## src/rtl/decoder_seq_if.sv

```systemverilog
// rtl/decoder_seq_if.sv - select/decode bus between a driver and decoder_seq
interface decoder_seq_if #(
  parameter int SEL_W = 2
);
  logic               e;
  logic               mode;
  logic               load;
  logic [SEL_W-1:0]   a;
  logic [2**SEL_W-1:0] y;
  logic               valid;
  logic [SEL_W-1:0]   idx;
  logic               wrap;

  modport master (
    output e, mode, load, a,
    input  y, valid, idx, wrap
  );

  modport slave (
    input  e, mode, load, a,
    output y, valid, idx, wrap
  );
endinterface

```

## src/rtl/decoder_seq.sv

```systemverilog
// rtl/decoder_seq.sv - registered one-hot decoder with scan sequencer compiled in by DECODER_SEQ_SCAN_EN
module decoder_seq #(
  parameter int SEL_W = 2,
  parameter int DWELL = 4
) (
  input logic          clk,
  input logic          rst_n,
  decoder_seq_if.slave bus
);
  localparam int N = 2 ** SEL_W;

`ifdef DECODER_SEQ_SCAN_EN
  typedef enum logic [1:0] {IDLE = 2'd0, DIRECT = 2'd1, SCAN = 2'd2} state_t;
  localparam logic [7:0]       DWELL_LAST = 8'(DWELL - 1);
  localparam logic [SEL_W-1:0] IDX_LAST   = SEL_W'(N - 1);
  logic [7:0] cnt_q, cnt_d;
`else
  typedef enum logic [1:0] {IDLE = 2'd0, DIRECT = 2'd1} state_t;
`endif

  state_t           state_q, state_d;
  logic [N-1:0]     y_q, y_d;
  logic             valid_q, valid_d;
  logic [SEL_W-1:0] idx_q, idx_d;
  logic             wrap_q, wrap_d;

  // Next state and next outputs; y is always derived from the next index so it stays one-hot or zero.
  always_comb begin
    state_d = state_q;
    idx_d   = idx_q;
    valid_d = valid_q;
    wrap_d  = 1'b0;
`ifdef DECODER_SEQ_SCAN_EN
    cnt_d   = cnt_q;
`endif
    if (!bus.e) begin
      state_d = IDLE;
      valid_d = 1'b0;
`ifdef DECODER_SEQ_SCAN_EN
      cnt_d   = '0;
`endif
    end else begin
      case (state_q)
        IDLE: begin
`ifdef DECODER_SEQ_SCAN_EN
          if (bus.mode) begin
            state_d = SCAN;
            idx_d   = bus.a;
            valid_d = 1'b1;
            cnt_d   = '0;
          end else
`endif
          if (bus.load) begin
            state_d = DIRECT;
            idx_d   = bus.a;
            valid_d = 1'b1;
          end
        end
        DIRECT: begin
`ifdef DECODER_SEQ_SCAN_EN
          if (bus.mode) begin
            state_d = SCAN;
            cnt_d   = '0;
          end else
`endif
          if (bus.load) begin
            idx_d = bus.a;
          end
        end
`ifdef DECODER_SEQ_SCAN_EN
        SCAN: begin
          if (!bus.mode) begin
            state_d = DIRECT;
          end else if (cnt_q == DWELL_LAST) begin
            idx_d  = idx_q + 1'b1;
            cnt_d  = '0;
            wrap_d = (idx_q == IDX_LAST);
          end else begin
            cnt_d = cnt_q + 8'd1;
          end
        end
`endif
        default: begin
          state_d = IDLE;
          valid_d = 1'b0;
        end
      endcase
    end
    y_d = '0;
    if (valid_d) begin
      y_d[idx_d] = 1'b1;
    end
  end

  // State and output registers, cleared asynchronously.
  always_ff @(posedge clk or negedge rst_n) begin
    if (!rst_n) begin
      state_q <= IDLE;
      y_q     <= '0;
      valid_q <= 1'b0;
      idx_q   <= '0;
      wrap_q  <= 1'b0;
`ifdef DECODER_SEQ_SCAN_EN
      cnt_q   <= '0;
`endif
    end else begin
      state_q <= state_d;
      y_q     <= y_d;
      valid_q <= valid_d;
      idx_q   <= idx_d;
      wrap_q  <= wrap_d;
`ifdef DECODER_SEQ_SCAN_EN
      cnt_q   <= cnt_d;
`endif
    end
  end

  assign bus.y     = y_q;
  assign bus.valid = valid_q;
  assign bus.idx   = idx_q;
  assign bus.wrap  = wrap_q;
endmodule

```

## src/flat_wrapper.sv

```systemverilog
// flat-port wrapper written by rule: the top's interface ports become plain ports
module decoder_seq_flat 
#(
  parameter int SEL_W = 2,
  parameter int DWELL = 4
)
  (clk, rst_n, bus_e, bus_mode, bus_load, bus_a, bus_y, bus_valid, bus_idx, bus_wrap);
  decoder_seq_if #(.SEL_W(SEL_W)) bus_i ();
  input logic clk;
  input logic rst_n;
  input wire logic [$bits(bus_i.e)-1:0] bus_e;
  input wire logic [$bits(bus_i.mode)-1:0] bus_mode;
  input wire logic [$bits(bus_i.load)-1:0] bus_load;
  input wire logic [$bits(bus_i.a)-1:0] bus_a;
  output wire logic [$bits(bus_i.y)-1:0] bus_y;
  output wire logic [$bits(bus_i.valid)-1:0] bus_valid;
  output wire logic [$bits(bus_i.idx)-1:0] bus_idx;
  output wire logic [$bits(bus_i.wrap)-1:0] bus_wrap;
  assign bus_i.e = bus_e;
  assign bus_i.mode = bus_mode;
  assign bus_i.load = bus_load;
  assign bus_i.a = bus_a;
  assign bus_y = bus_i.y;
  assign bus_valid = bus_i.valid;
  assign bus_idx = bus_i.idx;
  assign bus_wrap = bus_i.wrap;
  decoder_seq #(.SEL_W(SEL_W), .DWELL(DWELL)) u_core (.clk(clk), .rst_n(rst_n), .bus(bus_i));
endmodule
```

## config.mk

```make
export PLATFORM = sky130hd
export DESIGN_NAME = decoder_seq_flat
export DESIGN_NICKNAME = d
export VERILOG_FILES = /design/src/rtl/decoder_seq_if.sv /design/src/rtl/decoder_seq.sv /design/src/flat_wrapper.sv
export SDC_FILE = /design/constraint.sdc
export NUM_CORES = 1
export LEC_CHECK = 0
export CELL_PAD_IN_SITES_DETAIL_PLACEMENT = 0
export CELL_PAD_IN_SITES_GLOBAL_PLACEMENT = 1
export CORE_AREA = 4 4 41 43
export CTS_BUF_LIST = sky130_fd_sc_hd__clkbuf_16
export CTS_CLUSTER_DIAMETER = 80
export DETAILED_ROUTE_END_ITERATION = 12
export DIE_AREA = 0 0 45 47
export PLACE_DENSITY_LB_ADDON = 0.25
export SETUP_SLACK_MARGIN = 0.4
export SYNTH_ARGS = -nofsm -noshare
export SYNTH_HDL_FRONTEND = slang
export SYNTH_SLANG_ARGS = --single-unit
```

## constraint.sdc

```tcl
create_clock -name clk -period 1.24 [get_ports clk]
set_input_delay 0.248 -clock clk [delete_from_list [all_inputs] [get_ports clk]]
set_output_delay 0.248 -clock clk [all_outputs]
set_load 0.03 [all_outputs]
```

Yosys cells after proc, flatten, opt, wreduce, memory -nomap -nowiden
Index checks and enable logic that the tools add are counted.
W data, S select, Z words.
Word-level totals
  bits in registers: 9
  input port bits: 7
  output and inout bits: 8
  word-level logic and storage cells: 25
Operators by class
  magnitude comparators: 2
  eq/ne operators: 3
  multiplexer cells: 12
  reduce and logical (&&, ||, !) cells: 4
Operator list (count)
  $mux W2: 5
  $mux W4: 1
  $pmux W2 S2: 1
  $lt A2 B3 Y1 const B: 1
  $mux W1: 3
  $ne A3 B3 Y1 const B: 1
  $demux W1 S2: 1
  $eq A2 B1 Y1 const B: 1
  $ge A2 B1 Y1 const B: 1
  $logic_not A2 Y1: 1
  $ne A2 B2 Y1 const B: 1
  $pmux W1 S2: 1
  $reduce_and A2 Y1: 1
  $reduce_or A2 Y1: 1
  $logic_and A1 B1 Y1: 1

Logic depth before layout (Yosys ltp)
  depth in word-level cells: 9
  gate-level depth with buffers: 4
  gate-level depth less buffers: 3

Worst setup path before layout
No wires, ideal clock.
  path kind: flip-flop to flip-flop
  start: register u_core.idx_q[1] (netlist: u_core.bus.idx[1])
  end: register u_core.y_q[0] (netlist: u_core.bus.y[0])
  setup time: 0.072 ns
  data arrival time: 1.066 ns
  required time: 1.168 ns
  slack: 0.102 ns
  cell stages (with the launch flop): 4
  buffers on the path: 0
  period minus slack after synthesis: 1.138 ns
  cell sequence: dfrtp_1 > mux2_4 > or2_0 > nor2_1
On the way
  cells in the longest elaborated chain, start to end: 8
  elaborated cells between the ends (all ways): 9
  classes of those cells: order compare: 2; mux: 6; reduce/logical: 1
RTL lines
  start, declared: RTL line decoder_seq.sv:24  | logic [SEL_W-1:0] idx_q, idx_d;
  start signal, assigned: RTL line decoder_seq.sv:110  | idx_q <= idx_d;
  $mux W2: RTL line decoder_seq.sv:53, decoder_seq.sv:66
  $mux W2
  $mux W2 (*): RTL line decoder_seq.sv:36  | if (!bus.e) begin
  $lt A2 B3 Y1 (implied by the code) or $ge A2 B1 Y1 (tied branches): RTL line decoder_seq.sv:91  | y_d[idx_d] = 1'b1;
  $logic_and A1 B1 Y1 (implied by the code): RTL line decoder_seq.sv:91
  $mux W1 (implied by the code): RTL line decoder_seq.sv:91
  $demux W1 S2 (*)
  $mux W4 (*): RTL line decoder_seq.sv:90  | if (valid_d) begin
  named net u_core.y_d[0]: RTL line decoder_seq.sv:22  | logic [N-1:0] y_q, y_d;
  end signal, assigned: RTL line decoder_seq.sv:108  | y_q <= y_d;
  end, declared: RTL line decoder_seq.sv:22
The timed path passes the listed nets; every way through them passes the cells marked *.
A chain may end at the register's enable or synchronous reset.

Worst setup path after layout
Ends and elaborated chain as after synthesis.

==> reports/qor.csv <==
metric;value;unit
CTS tree;done;
CP peak stage delay;0.40;ns
Syn Std Cell Area;350;um^2
DR iter-0 viols;0;
CP Capture Type;register;
Final HPWL DP;587;um
Synth cell types;16;
outcome;finished, final reports clean;
CP delay by family, top;flip-flops;
DP Cell Count;62;
fillers;135;
Initial Util;26.9;%
commonest non-fill, non-tap cell in the layout;buf_6;
core area;1300;um^2
vias in the first global route;320;
met1 WL;336;um
Fin. Hold Viols;0;
clock buffer depth;2;
leading cell types in the layout, fill and taps excluded;buf_6, nor2_1, dfrtp_1;
worst setup margin;0.176;ns
Yosys reg bits;8;
clock sink count;8;
Max Clock Freq;940;MHz
final wirelength;808;um
worst-path fanout max;3;
Clock transition at path regs;0.04;ns
wire per inst;12.2;um
WP buf/inv;0;
PortBufs;12;
initial antenna violation count;0;
RSZ-0062 raised after global routing;true;
pwr dens;1630;nW/um^2
fin cells;66;
Tcrit/Tclk final;85.8;%
fin nets;59;
area grow syn2layout;81.1;%
# H-tree levels;1;
Die X-Extent;45;um
met2 routed WL;354;um
Placed Area;492;um^2
type of origin of the critical path;register;
VDD IR-drop max;1.20;mV
CP cell instances;mux2_4, or2_4, nor2_1;
height of the chip;47;um
clock skew;0.00343;ns
Worst Path Arrival;1.23;ns
Mapped Cells;34;
yosys warns;0;
DRC;0;
Slew Limit Fails;0;
first-pass GRT wire length;1.35;mm
share of post-route cells with drive strength above 1;49.0;%
Avg Vias per Cell;4.27;
grt total ovfl;0;
total CTS buffers;3;
dpl ws;-0.259;ns
syn_nets;41;
Root Buffer;clkbuf_16;
leak pwr;0.000303;uW
post-synthesis sequential area ratio;57.1;%
syn avg cell area;10.3;um^2
Tot GR Track Use;10.2;%
clk_lat worst skew;0.23;ns
slowest stage cell on the critical path;dfrtp_2;
HP Class;in2async;
fin crit period;1.06;ns
fin area;634;um^2
Setup violations, final;0;
drt pass-1 iters;1;
floorplan row count;13;
max-cap viol count;0;
n_diodes;0;
Placer Congestion;0.624;
crit path kind;reg2reg;
antenna-violating nets left;0;
die area;2120;um^2
via count;282;
Ports;15;
largest net degree at the start of global routing;9;
uppermost layer routed;met4;
metal3 WL;75;um
Worst Path Required;1.40;ns
## layout make-up
class	instances	area [um^2]	share of cell area, %
multi-input cells	21	174	27.4
inverters	3	11.3	1.78
clock buffers	3	75.1	11.8
clock inverters	1	3.75	0.592
well taps	15	18.8	2.96
flip-flops and latches	8	204	32.1
repair buffers	15	148	23.3
## metal layers
metal / vias up / global-route usage, %
li1: 141 / -
met1: 126 / 9.86
met2: 11 / 14.4
met3: 4 / 4.21
met4: 0 / 14.0
met5: - / 0
## what timing repair did
item | CTS | global route
gates resized for setup | 25 | 9
setup endpoints to repair | 15 | 12
pin swaps | 1 | 2
buffers inserted | 0 | 0
hold buffers | 0 | 0
## report_power, final
| group | switching (uW) | internal (uW) |
|---|---|---|
| Clock | 135 | 421 |
| Combinational | 88.7 | 84.1 |
| Sequential | 20.1 | 284 |
## through the flow
step	TNS, ns	total power, uW	hold WS (ns)	utilization [%]
after floorplan	0	388	-0.0476	-
after global placement	-0.884	445	0.500	37.8
after detailed placement	-0.997	450	0.509	37.8
after CTS	0	1020	0.306	46.3
after global routing	0	1070	0.341	48.8
final	0	1030	0.293	48.8
## path summary, 6_finish.rpt
path | depth (start not counted) | slack [ns] | endpoint | from
min in group clk | 2 | 0.39 | u_core.bus.idx[1]$_DFF_PN0_ | bus_a[1]
setup / recovery | 3 | 0.18 | u_core.bus.y[0]$_DFF_PN0_ | u_core.bus.idx[1]$_DFF_PN0_
setup reg to reg | 3 | 0.18 | u_core.bus.y[0]$_DFF_PN0_ | u_core.bus.idx[1]$_DFF_PN0_
hold / removal | 1 | 0.29 | u_core.bus.y[3]$_DFF_PN0_ | rst_n
hold reg to reg | 1 | 0.54 | u_core.bus.idx[1]$_DFF_PN0_ | u_core.bus.idx[1]$_DFF_PN0_
max in group asynchronous | 1 | 0.66 | u_core.bus.idx[1]$_DFF_PN0_ | rst_n
## synth_stat cells (all sizes together)
| library cell | n | area [um^2] |
|---|---|---|
| and3b | 1 | 10.0 |
| nand2b | 1 | 6.26 |
| mux2 | 2 | 26.3 |
| a31oi | 2 | 12.5 |
| nor2 | 7 | 26.3 |
| conb | 1 | 3.75 |
| o21ai | 1 | 5.00 |
| nand2 | 3 | 11.3 |
| a21oi | 1 | 5.00 |
| dfrtp | 8 | 200 |
| buf | 2 | 18.8 |
| nor3b | 1 | 7.51 |
| inv | 3 | 11.3 |
| or2 | 1 | 6.26 |
## registers in the layout (all words and copies together), names as in the netlist
register and cells:
u_core.bus.idx 2, u_core.bus.valid 1, u_core.bus.y 4, u_core.state_q 1
## cell families (layout without fill, tap and decap cells)
group | Yosys count | count (layout) | synth area share, %
buf+inv | 5 | 22 | 8.57
other cells | 1 | 1 | 1.07
compound gates | 4 | 4 | 6.43
simple gates | 14 | 14 | 19.3
mux | 2 | 2 | 7.50
flops | 8 | 8 | 57.1
(Power assumes the default switching activity.)
